$ cat src/rtl/ddr4_cmd_pkg.sv
// Shared types and pin encodings for the DDR4 command issuer.
// Holds the command/state enums and the command-to-pin mapping.
package ddr4_cmd_pkg;

    typedef enum logic [3:0] {
        CMD_DES,
        CMD_ACT,
        CMD_PRE,
        CMD_PREA,
        CMD_RD,
        CMD_RDA,
        CMD_WR,
        CMD_WRA,
        CMD_REF
    } cmd_t;

    typedef enum logic [2:0] {
        S_IDLE,
        S_PRE,
        S_ACT,
        S_CAS,
        S_PREA,
        S_REF
    } state_t;

    // A16/A15/A14 = ras_n/cas_n/we_n
    localparam logic [2:0] RCW_PRE = 3'b010;
    localparam logic [2:0] RCW_RD  = 3'b101;
    localparam logic [2:0] RCW_WR  = 3'b100;
    localparam logic [2:0] RCW_REF = 3'b001;

    typedef struct packed {
        logic        sel;
        logic        act_n;
        logic [16:0] a;
    } pins_t;

    // Low 17 address pins for a command; the ACT row is inserted
    // by the caller since its width is a module parameter.
    function automatic pins_t cmd_pins(cmd_t cmd, logic [9:0] col);
        pins_t p;
        p.sel   = 1'b1;
        p.act_n = 1'b1;
        p.a     = '0;
        case (cmd)
            CMD_ACT: p.act_n = 1'b0;
            CMD_PRE: p.a[16:14] = RCW_PRE;
            CMD_PREA: begin
                p.a[16:14] = RCW_PRE;
                p.a[10]    = 1'b1;
            end
            CMD_RD, CMD_RDA: begin
                p.a[16:14] = RCW_RD;
                p.a[12]    = 1'b1;
                p.a[10]    = (cmd == CMD_RDA);
                p.a[9:0]   = col;
            end
            CMD_WR, CMD_WRA: begin
                p.a[16:14] = RCW_WR;
                p.a[12]    = 1'b1;
                p.a[10]    = (cmd == CMD_WRA);
                p.a[9:0]   = col;
            end
            CMD_REF: p.a[16:14] = RCW_REF;
            default: p.sel = 1'b0;
        endcase
        return p;
    endfunction

endpackage

$ cat src/rtl/ddr4_bank_tracker.sv
// Open-page table: per {bg,ba} open flag, open row and a tRAS
// counter. Ports: open/close/close-all strobes, lookup outputs.
module ddr4_bank_tracker
    import ddr4_cmd_pkg::*;
#(
    parameter int BGWIDTH   = 2,
    parameter int BAWIDTH   = 2,
    parameter int ADDRWIDTH = 17,
    parameter int TRAS      = 32
) (
    input  logic                         clk_i,
    input  logic                         reset_i,
    input  logic                         open_i,
    input  logic [BGWIDTH+BAWIDTH-1:0]   open_idx_i,
    input  logic [ADDRWIDTH-1:0]         open_row_i,
    input  logic                         close_i,
    input  logic [BGWIDTH+BAWIDTH-1:0]   close_idx_i,
    input  logic                         close_all_i,
    input  logic [BGWIDTH+BAWIDTH-1:0]   look_idx_i,
    output logic                         look_open_o,
    output logic [ADDRWIDTH-1:0]         look_row_o,
    output logic                         look_tras_ok_o,
    output logic                         any_open_o,
    output logic                         all_tras_ok_o
);

    localparam int IDXW = BGWIDTH + BAWIDTH;
    localparam int NB   = 1 << IDXW;
    localparam logic [15:0] TRAS_SAT = 16'(TRAS);

    logic                 open_q [NB];
    logic [ADDRWIDTH-1:0] row_q  [NB];
    logic [15:0]          tras_q [NB];

    // tras_q is loaded with 1 on ACT, so before the edge k cycles
    // after ACT it reads k; PRE is legal once it reaches TRAS.
    always_ff @(posedge clk_i) begin
        if (reset_i) begin
            for (int i = 0; i < NB; i++) begin
                open_q[i] <= 1'b0;
                row_q[i]  <= '0;
                tras_q[i] <= '0;
            end
        end else begin
            for (int i = 0; i < NB; i++) begin
                if (tras_q[i] < TRAS_SAT)
                    tras_q[i] <= tras_q[i] + 16'd1;
                if (close_all_i || (close_i && close_idx_i == IDXW'(i)))
                    open_q[i] <= 1'b0;
                if (open_i && open_idx_i == IDXW'(i)) begin
                    open_q[i] <= 1'b1;
                    row_q[i]  <= open_row_i;
                    tras_q[i] <= 16'd1;
                end
            end
        end
    end

    assign look_open_o    = open_q[look_idx_i];
    assign look_row_o     = row_q[look_idx_i];
    assign look_tras_ok_o = tras_q[look_idx_i] >= TRAS_SAT;

    always_comb begin
        any_open_o    = 1'b0;
        all_tras_ok_o = 1'b1;
        for (int i = 0; i < NB; i++) begin
            if (open_q[i]) begin
                any_open_o = 1'b1;
                if (tras_q[i] < TRAS_SAT)
                    all_tras_ok_o = 1'b0;
            end
        end
    end

endmodule

$ cat src/rtl/ddr4_cmd_issuer.sv
// DDR4 command generator: one request at a time -> PRE/ACT/CAS, plus
// periodic PREA/REF. Ports: host req_* handshake, registered DIMM pins.
module ddr4_cmd_issuer
    import ddr4_cmd_pkg::*;
#(
    parameter int RANKS     = 1,
    parameter int BGWIDTH   = 2,
    parameter int BAWIDTH   = 2,
    parameter int ADDRWIDTH = 17,
    parameter int COLWIDTH  = 10,
    parameter int TRCD      = 14,
    parameter int TRP       = 14,
    parameter int TRAS      = 32,
    parameter int TCCD      = 4,
    parameter int TRFC      = 260,
    parameter int TREFI     = 7800
) (
    input  logic                 clk,
    input  logic                 reset,
    input  logic                 req_valid,
    output logic                 req_ready,
    input  logic                 req_write,
    input  logic [BGWIDTH-1:0]   req_bg,
    input  logic [BAWIDTH-1:0]   req_ba,
    input  logic [ADDRWIDTH-1:0] req_row,
    input  logic [COLWIDTH-1:0]  req_col,
    input  logic                 req_ap,
    output logic [RANKS-1:0]     cs_n,
    output logic                 act_n,
    output logic [ADDRWIDTH-1:0] A,
    output logic [BGWIDTH-1:0]   bg,
    output logic [BAWIDTH-1:0]   ba,
    output logic                 rd_issue,
    output logic                 wr_issue
);

    localparam int IDXW = BGWIDTH + BAWIDTH;
    // Gaps are loaded minus one so issue edges are exactly tX apart.
    localparam logic [15:0] W_TRCD  = 16'(TRCD - 1);
    localparam logic [15:0] W_TRP   = 16'(TRP - 1);
    localparam logic [15:0] W_TCCD  = 16'(TCCD - 1);
    localparam logic [15:0] W_TRFC  = 16'(TRFC - 1);
    localparam logic [15:0] REFI_LAST = 16'(TREFI - 1);

    state_t               state_q, state_d;
    logic [15:0]          wait_q, wait_d;
    logic [15:0]          ref_cnt_q;
    logic                 ref_pend_q;

    logic                 lat_wr_q, lat_ap_q;
    logic [BGWIDTH-1:0]   lat_bg_q;
    logic [BAWIDTH-1:0]   lat_ba_q;
    logic [ADDRWIDTH-1:0] lat_row_q;
    logic [COLWIDTH-1:0]  lat_col_q;

    logic [RANKS-1:0]     cs_n_q, cs_n_d;
    logic                 act_n_q;
    logic [ADDRWIDTH-1:0] a_q, a_d;
    logic [BGWIDTH-1:0]   bg_q;
    logic [BAWIDTH-1:0]   ba_q;
    logic                 rd_q, wr_q;

    cmd_t                 cmd;
    pins_t                pins;
    logic [9:0]           col_ext;
    logic                 accept, wait_zero, bank_cmd;
    logic                 bank_open, bank_close, close_all, clr_pend;
    logic [IDXW-1:0]      look_idx;
    logic                 look_open, look_tras_ok;
    logic                 any_open, all_tras_ok;
    logic [ADDRWIDTH-1:0] look_row;

    assign req_ready = (state_q == S_IDLE) && !ref_pend_q && !reset;
    assign accept    = req_valid && req_ready;
    assign wait_zero = (wait_q == 16'd0);
    // IDLE classifies the incoming request; later states use the latch.
    assign look_idx  = (state_q == S_IDLE) ? {req_bg, req_ba}
                                           : {lat_bg_q, lat_ba_q};

    ddr4_bank_tracker #(
        .BGWIDTH   (BGWIDTH),
        .BAWIDTH   (BAWIDTH),
        .ADDRWIDTH (ADDRWIDTH),
        .TRAS      (TRAS)
    ) u_banks (
        .clk_i          (clk),
        .reset_i        (reset),
        .open_i         (bank_open),
        .open_idx_i     ({lat_bg_q, lat_ba_q}),
        .open_row_i     (lat_row_q),
        .close_i        (bank_close),
        .close_idx_i    ({lat_bg_q, lat_ba_q}),
        .close_all_i    (close_all),
        .look_idx_i     (look_idx),
        .look_open_o    (look_open),
        .look_row_o     (look_row),
        .look_tras_ok_o (look_tras_ok),
        .any_open_o     (any_open),
        .all_tras_ok_o  (all_tras_ok)
    );

    always_comb begin
        state_d    = state_q;
        cmd        = CMD_DES;
        bank_open  = 1'b0;
        bank_close = 1'b0;
        close_all  = 1'b0;
        clr_pend   = 1'b0;
        unique case (state_q)
            S_IDLE: begin
                if (ref_pend_q)
                    state_d = any_open ? S_PREA : S_REF;
                else if (accept) begin
                    if (!look_open)
                        state_d = S_ACT;
                    else if (look_row == req_row)
                        state_d = S_CAS;
                    else
                        state_d = S_PRE;
                end
            end
            S_PRE: begin
                if (wait_zero && look_tras_ok) begin
                    cmd        = CMD_PRE;
                    bank_close = 1'b1;
                    state_d    = S_ACT;
                end
            end
            S_ACT: begin
                if (wait_zero) begin
                    cmd       = CMD_ACT;
                    bank_open = 1'b1;
                    state_d   = S_CAS;
                end
            end
            S_CAS: begin
                if (wait_zero) begin
                    if (lat_wr_q)
                        cmd = lat_ap_q ? CMD_WRA : CMD_WR;
                    else
                        cmd = lat_ap_q ? CMD_RDA : CMD_RD;
                    bank_close = lat_ap_q;
                    state_d    = S_IDLE;
                end
            end
            S_PREA: begin
                if (wait_zero && all_tras_ok) begin
                    cmd       = CMD_PREA;
                    close_all = 1'b1;
                    state_d   = S_REF;
                end
            end
            S_REF: begin
                if (wait_zero) begin
                    cmd      = CMD_REF;
                    clr_pend = 1'b1;
                    state_d  = S_IDLE;
                end
            end
            default: state_d = S_IDLE;
        endcase
    end

    always_comb begin
        wait_d = wait_zero ? wait_q : wait_q - 16'd1;
        case (cmd)
            CMD_ACT:                   wait_d = W_TRCD;
            CMD_RD, CMD_WR:            wait_d = W_TCCD;
            CMD_RDA, CMD_WRA,
            CMD_PRE, CMD_PREA:         wait_d = W_TRP;
            CMD_REF:                   wait_d = W_TRFC;
            default: ;
        endcase
    end

    always_comb begin
        col_ext = '0;
        col_ext[COLWIDTH-1:0] = lat_col_q;
        pins = cmd_pins(cmd, col_ext);
        a_d = '0;
        a_d[16:0] = pins.a;
        if (cmd == CMD_ACT)
            a_d = lat_row_q;
        cs_n_d = '1;
        cs_n_d[0] = ~pins.sel;
        bank_cmd = cmd inside {CMD_ACT, CMD_PRE, CMD_RD, CMD_RDA,
                               CMD_WR, CMD_WRA};
    end

    always_ff @(posedge clk) begin
        if (reset) begin
            state_q    <= S_IDLE;
            wait_q     <= '0;
            ref_cnt_q  <= '0;
            ref_pend_q <= 1'b0;
        end else begin
            state_q   <= state_d;
            wait_q    <= wait_d;
            ref_cnt_q <= (ref_cnt_q == REFI_LAST) ? 16'd0
                                                  : ref_cnt_q + 16'd1;
            if (ref_cnt_q == REFI_LAST)
                ref_pend_q <= 1'b1;
            else if (clr_pend)
                ref_pend_q <= 1'b0;
        end
    end

    always_ff @(posedge clk) begin
        if (reset) begin
            lat_wr_q  <= 1'b0;
            lat_ap_q  <= 1'b0;
            lat_bg_q  <= '0;
            lat_ba_q  <= '0;
            lat_row_q <= '0;
            lat_col_q <= '0;
        end else if (accept) begin
            lat_wr_q  <= req_write;
            lat_ap_q  <= req_ap;
            lat_bg_q  <= req_bg;
            lat_ba_q  <= req_ba;
            lat_row_q <= req_row;
            lat_col_q <= req_col;
        end
    end

    always_ff @(posedge clk) begin
        if (reset) begin
            cs_n_q  <= '1;
            act_n_q <= 1'b1;
            a_q     <= '0;
            bg_q    <= '0;
            ba_q    <= '0;
            rd_q    <= 1'b0;
            wr_q    <= 1'b0;
        end else begin
            cs_n_q  <= cs_n_d;
            act_n_q <= pins.act_n;
            a_q     <= a_d;
            bg_q    <= bank_cmd ? lat_bg_q : '0;
            ba_q    <= bank_cmd ? lat_ba_q : '0;
            rd_q    <= (cmd == CMD_RD) || (cmd == CMD_RDA);
            wr_q    <= (cmd == CMD_WR) || (cmd == CMD_WRA);
        end
    end

    assign cs_n     = cs_n_q;
    assign act_n    = act_n_q;
    assign A        = a_q;
    assign bg       = bg_q;
    assign ba       = ba_q;
    assign rd_issue = rd_q;
    assign wr_issue = wr_q;

endmodule

$ cat config.mk
export PLATFORM = sky130hd
export DESIGN_NAME = ddr4_cmd_issuer
export DESIGN_NICKNAME = d
export VERILOG_FILES = /design/src/rtl/ddr4_cmd_pkg.sv /design/src/rtl/ddr4_bank_tracker.sv /design/src/rtl/ddr4_cmd_issuer.sv
export SDC_FILE = /design/constraint.sdc
export NUM_CORES = 1
export LEC_CHECK = 0
export ABC_CLOCK_PERIOD_IN_PS = 8200
export BUFFER_PORTS_ARGS = -buffer_cell sky130_fd_sc_hd__buf_2
export CAP_MARGIN = 20
export CORE_MARGIN = 2
export CORE_UTILIZATION = 39
export CTS_CLUSTER_DIAMETER = 50
export DETAILED_ROUTE_END_ITERATION = 7
export GPL_TIMING_DRIVEN = 0
export PLACE_DENSITY = 0.65
export SLEW_MARGIN = 20
export SYNTH_ARGS = -nofsm -noshare
export SYNTH_HDL_FRONTEND = slang
export SYNTH_SLANG_ARGS = --single-unit
$ cat constraint.sdc
create_clock -name clk -period 8.2 [get_ports clk]
set_input_delay 0.82 -clock clk [delete_from_list [all_inputs] [get_ports clk]]
set_output_delay 0.82 -clock clk [all_outputs]
set_load 0.02 [all_outputs]
==> impl_metrics.ini <==
[run_status]
status = complete, no violations

[timing]
setup-violations-final = 0
post-route-period-util = 0.575
timing.setup.tns_ns = 0
final.hold.worst_slack_ns = 0.374
timing.final.max_slew_violations = 0
slew-limit-headroom = 0.244
timing.final.crit_period_ns = 4.71
unrepaired_setup_endpoints_after_global_routing = no
max_clock_freq_mhz = 212
fin_skew_ns = 0.0309
final_hold_viol_count = 0
tightestPinTransition_ns = 1.13

[job]
maxCapViolations = 0

[route]
ant_nets = 0
route.detailed.vias_per_inst = 5.51
wl_per_cell_um = 22.0
detail_route.iter0.violations = 2708
totalWireLength_um = 80300
routed-via-count = 20100
detail_route.first_pass.iterations = 5
post-route-drc-count = 0

[synthesis]
synth_cell_type_count = 76
synth_common_cells = sky130_fd_sc_hd__edfxtp_1, sky130_fd_sc_hd__nor2_1, sky130_fd_sc_hd__nand2_1
post_synth_inst_count = 2390
asyncSetResetFlopFracSynth = 0
synthesis.area_per_instance_sq_um = 11.8
yosys-top-cells-area = sky130_fd_sc_hd__edfxtp_1, sky130_fd_sc_hd__dfxtp_1, sky130_fd_sc_hd__nor2_1, sky130_fd_sc_hd__xor2_1, sky130_fd_sc_hd__nand2_1
synth-edff-count = 544
synth_top_cell_by_area = sky130_fd_sc_hd__edfxtp_1
synthMostInstantiatedCell = sky130_fd_sc_hd__edfxtp_1
synth-warning-count = 0
mappedNetlistArea_sq_um = 28100
dominantRegCellSynth = sky130_fd_sc_hd__edfxtp_1
yosys_register_bits = 638
synthDominantCellAreaShare = 0.581
ys_seq_area_frac = 0.648

[die]
die_height_um = 273
num_io_pins = 62
placeableCoreArea_sq_um = 71500
fp.dieArea_sq_um = 74300
initial_utilization = 0.393
chip_width_um = 273
row_count = 98

[grt]
wire_length_of_the_first_global_routing_pass_um = 119000
overall_global_routing_usage = 0.213
groute.layer.met1.usage = 0.276
most_used_layer_global_route = met2
grt_util_met3 = 0.0524
grt_pass1_vias = 20000
gr-usage-met2 = 0.341
grt_max_degree = 27
number_of_antenna_violations_at_the_first_check_in_global_routing = 6
grt_overflow = 0

[worst_setup_path]
r2r.worst_path.cells = 9
r2r_setup_slack_ns = 3.49
regToRegEndpoint = u_banks.tras_q[2][0]
launching_element_type_of_the_critical_path = register
critical_path_buf_inv_count = 1
worst_ep_required_time_ns = 8.46
worstPathArrival_ns = 4.97
slowest_stage_cell_crit_path = sky130_fd_sc_hd__nand3_1
timing_worst_setup_path_type = reg2reg
largest_driver_fanout_on_the_critical_path = 16
reg2reg_from = wait_q[0]
crit_chain = inv_1, ha_1, nor3b_1, nand2_1, or3b_1, nor3_2, nand3_1, nand2b_2, nand2b_1
critical_path.endpoint_type = register
worst_path_largest_cell_delay_ns = 0.96
cp_num_cells = 9
worst_path_dominant_cell_family = simple AND/OR/NAND/NOR gates
crit_path_start = wait_q[0]
capture_point_of_the_worst_path = u_banks.tras_q[2][0]

[clocking]
root_buffer = sky130_fd_sc_hd__clkbuf_16
clk_pin_slew_worst_paths_ns = 0.06
tritoncts_clock_tree = done
cts_resized = 0
clk_path_buf_depth = 3
post_cts_setup_buffer_count = 0
clk_lat_worst_skew_ns = 0.65
cts-htree-levels = 3
cts_buffers = 77
clock_sink_count = 638
cts_hold_repair.buffers = 0

[layout]
num-nets-final = 2689
drive_above_1_share = 0.105
fillerInstances = 6418
layout-area-overhead-vs-synth_pct = 16.5
area_occupied_by_multi_input_gates_sq_um = 9530
layout.area.seq_sq_um = 18200
final_util = 0.458
layout_cells_excl_fill = 3649

[hold_path]
hold_path.class = in2reg

[power]
cellLeakagePower_nw = 11.8
power-per-cell-area_nw_per_um2 = 291
ir_worst_vdd_v = 0.000187

[placed_design]
placement.io_buffers = 59
dpl.hpwl_um = 54000
routabilityCongestion = 0.915
place.detailed.instances = 3506
per-stage QoR:
step / total power, mW / area (sq um) / setup slack [ns]
after detailed placement: 6.06 / 30200 / 3.60
after floorplan: 5.32 / 28500 / 4.64
after global routing: 9.82 / 32800 / 3.21
after global placement: 6.00 / 30000 / 2.67
final: 9.53 / 32800 / 3.49
after CTS: 9.48 / 32800 / 3.57
placed cells by master, fill, tap and decap left out, types with 18 or more instances in the layout:
cell and n:
sky130_fd_sc_hd__nand2_1 227, sky130_fd_sc_hd__clkbuf_16 79, sky130_fd_sc_hd__and3_1 39, sky130_fd_sc_hd__mux2i_1 79, sky130_fd_sc_hd__nand4_1 26, sky130_fd_sc_hd__o21ai_0 53, sky130_fd_sc_hd__clkbuf_1 86, sky130_fd_sc_hd__conb_1 100
sky130_fd_sc_hd__a21oi_1 75, sky130_fd_sc_hd__nand3_1 127, sky130_fd_sc_hd__xnor2_1 71, sky130_fd_sc_hd__nand2b_1 50, sky130_fd_sc_hd__ha_1 18, sky130_fd_sc_hd__nor3_1 32, sky130_fd_sc_hd__nor4_1 43, sky130_fd_sc_hd__edfxtp_1 544
sky130_fd_sc_hd__inv_1 54, sky130_fd_sc_hd__buf_2 99, sky130_fd_sc_hd__dfxtp_1 94, sky130_fd_sc_hd__xor2_1 110, sky130_fd_sc_hd__nor2_1 416
how the worst min path moves through the flow:
stage / startpoint / end / slack (ns) / cells after the start
2_1_floorplan: col_ext[0] / A[0] / 0.43 / 2
3_3_place_gp: ref_cnt_q[0] / ref_cnt_q[0] / 0.44 / 1
3_5_place_dp: col_ext[6] / A[6] / 0.44 / 2
4_1_cts: req_col[8] / col_ext[8] / 0.36 / 3
5_1_grt: req_col[6] / col_ext[6] / 0.38 / 3
6_report: req_col[8] / col_ext[8] / 0.37 / 3
sequential cells by signal (all words and copies together), names as in the netlist, 2 cells and up:
signal and count:
u_banks.row_q 272, u_banks.tras_q 256, A 17, lat_row_q 17
ref_cnt_q 16, u_banks.open_q 16, wait_q 16, col_ext 10
state_q 3, ba 2, bg 2, lat_ba_q 2
lat_bg_q 2
per-layer routing:
metal / part of all wire / wire (um)
met5: 0.00034 / 27
met3: 0.11 / 8880
met4: 0.046 / 3660
met2: 0.46 / 36500
met1: 0.39 / 31200
layout make-up:
cell class                 instances  share of cell area
sequential                       638               0.556
clock inverter                    48              0.0156
inverter                          60             0.00687
tap                              950              0.0363
antenna                            1           0.0000764
buffer                           122              0.0165
clock buffer                      94              0.0627
multi-input combinational       1669               0.291
timing repair buffer              67              0.0148
kinds of logic (layout without fill, tap and decap cells):
family | Yosys count | after routing | synth area share
AND/OR/NAND/NOR | 1040 | 1040 | 0.169
flip-flops | 638 | 638 | 0.648
AO/OA/AOI/OAI | 237 | 237 | 0.0539
buffers and inverters | 182 | 391 | 0.0273
XOR/XNOR | 181 | 181 | 0.0564
multiplexers | 93 | 93 | 0.0371
adder cells (fa/ha/maj) | 18 | 18 | 0.00801
other | 1 | 101 | 0.000133
worst register-to-register path: stages (launching register included):
cell	delay, ns
sky130_fd_sc_hd__dfxtp_1	0.34
sky130_fd_sc_hd__inv_1	0.09
sky130_fd_sc_hd__ha_1	0.19
sky130_fd_sc_hd__nor3b_1	0.35
sky130_fd_sc_hd__nand2_1	0.22
sky130_fd_sc_hd__or3b_1	0.52
sky130_fd_sc_hd__nor3_2	0.47
sky130_fd_sc_hd__nand3_1	0.96
sky130_fd_sc_hd__nand2b_2	0.53
sky130_fd_sc_hd__nand2b_1	0.66
report_power, final:
part / switching (mW) / internal (mW) / total, mW
Combinational: 1.50 / 0.690 / 2.19
Clock: 1.43 / 2.01 / 3.44
Sequential: 0.136 / 3.77 / 3.91
Total: 3.06 / 6.47 / 9.53
Note: power is estimated with default switching activity, not from simulation.
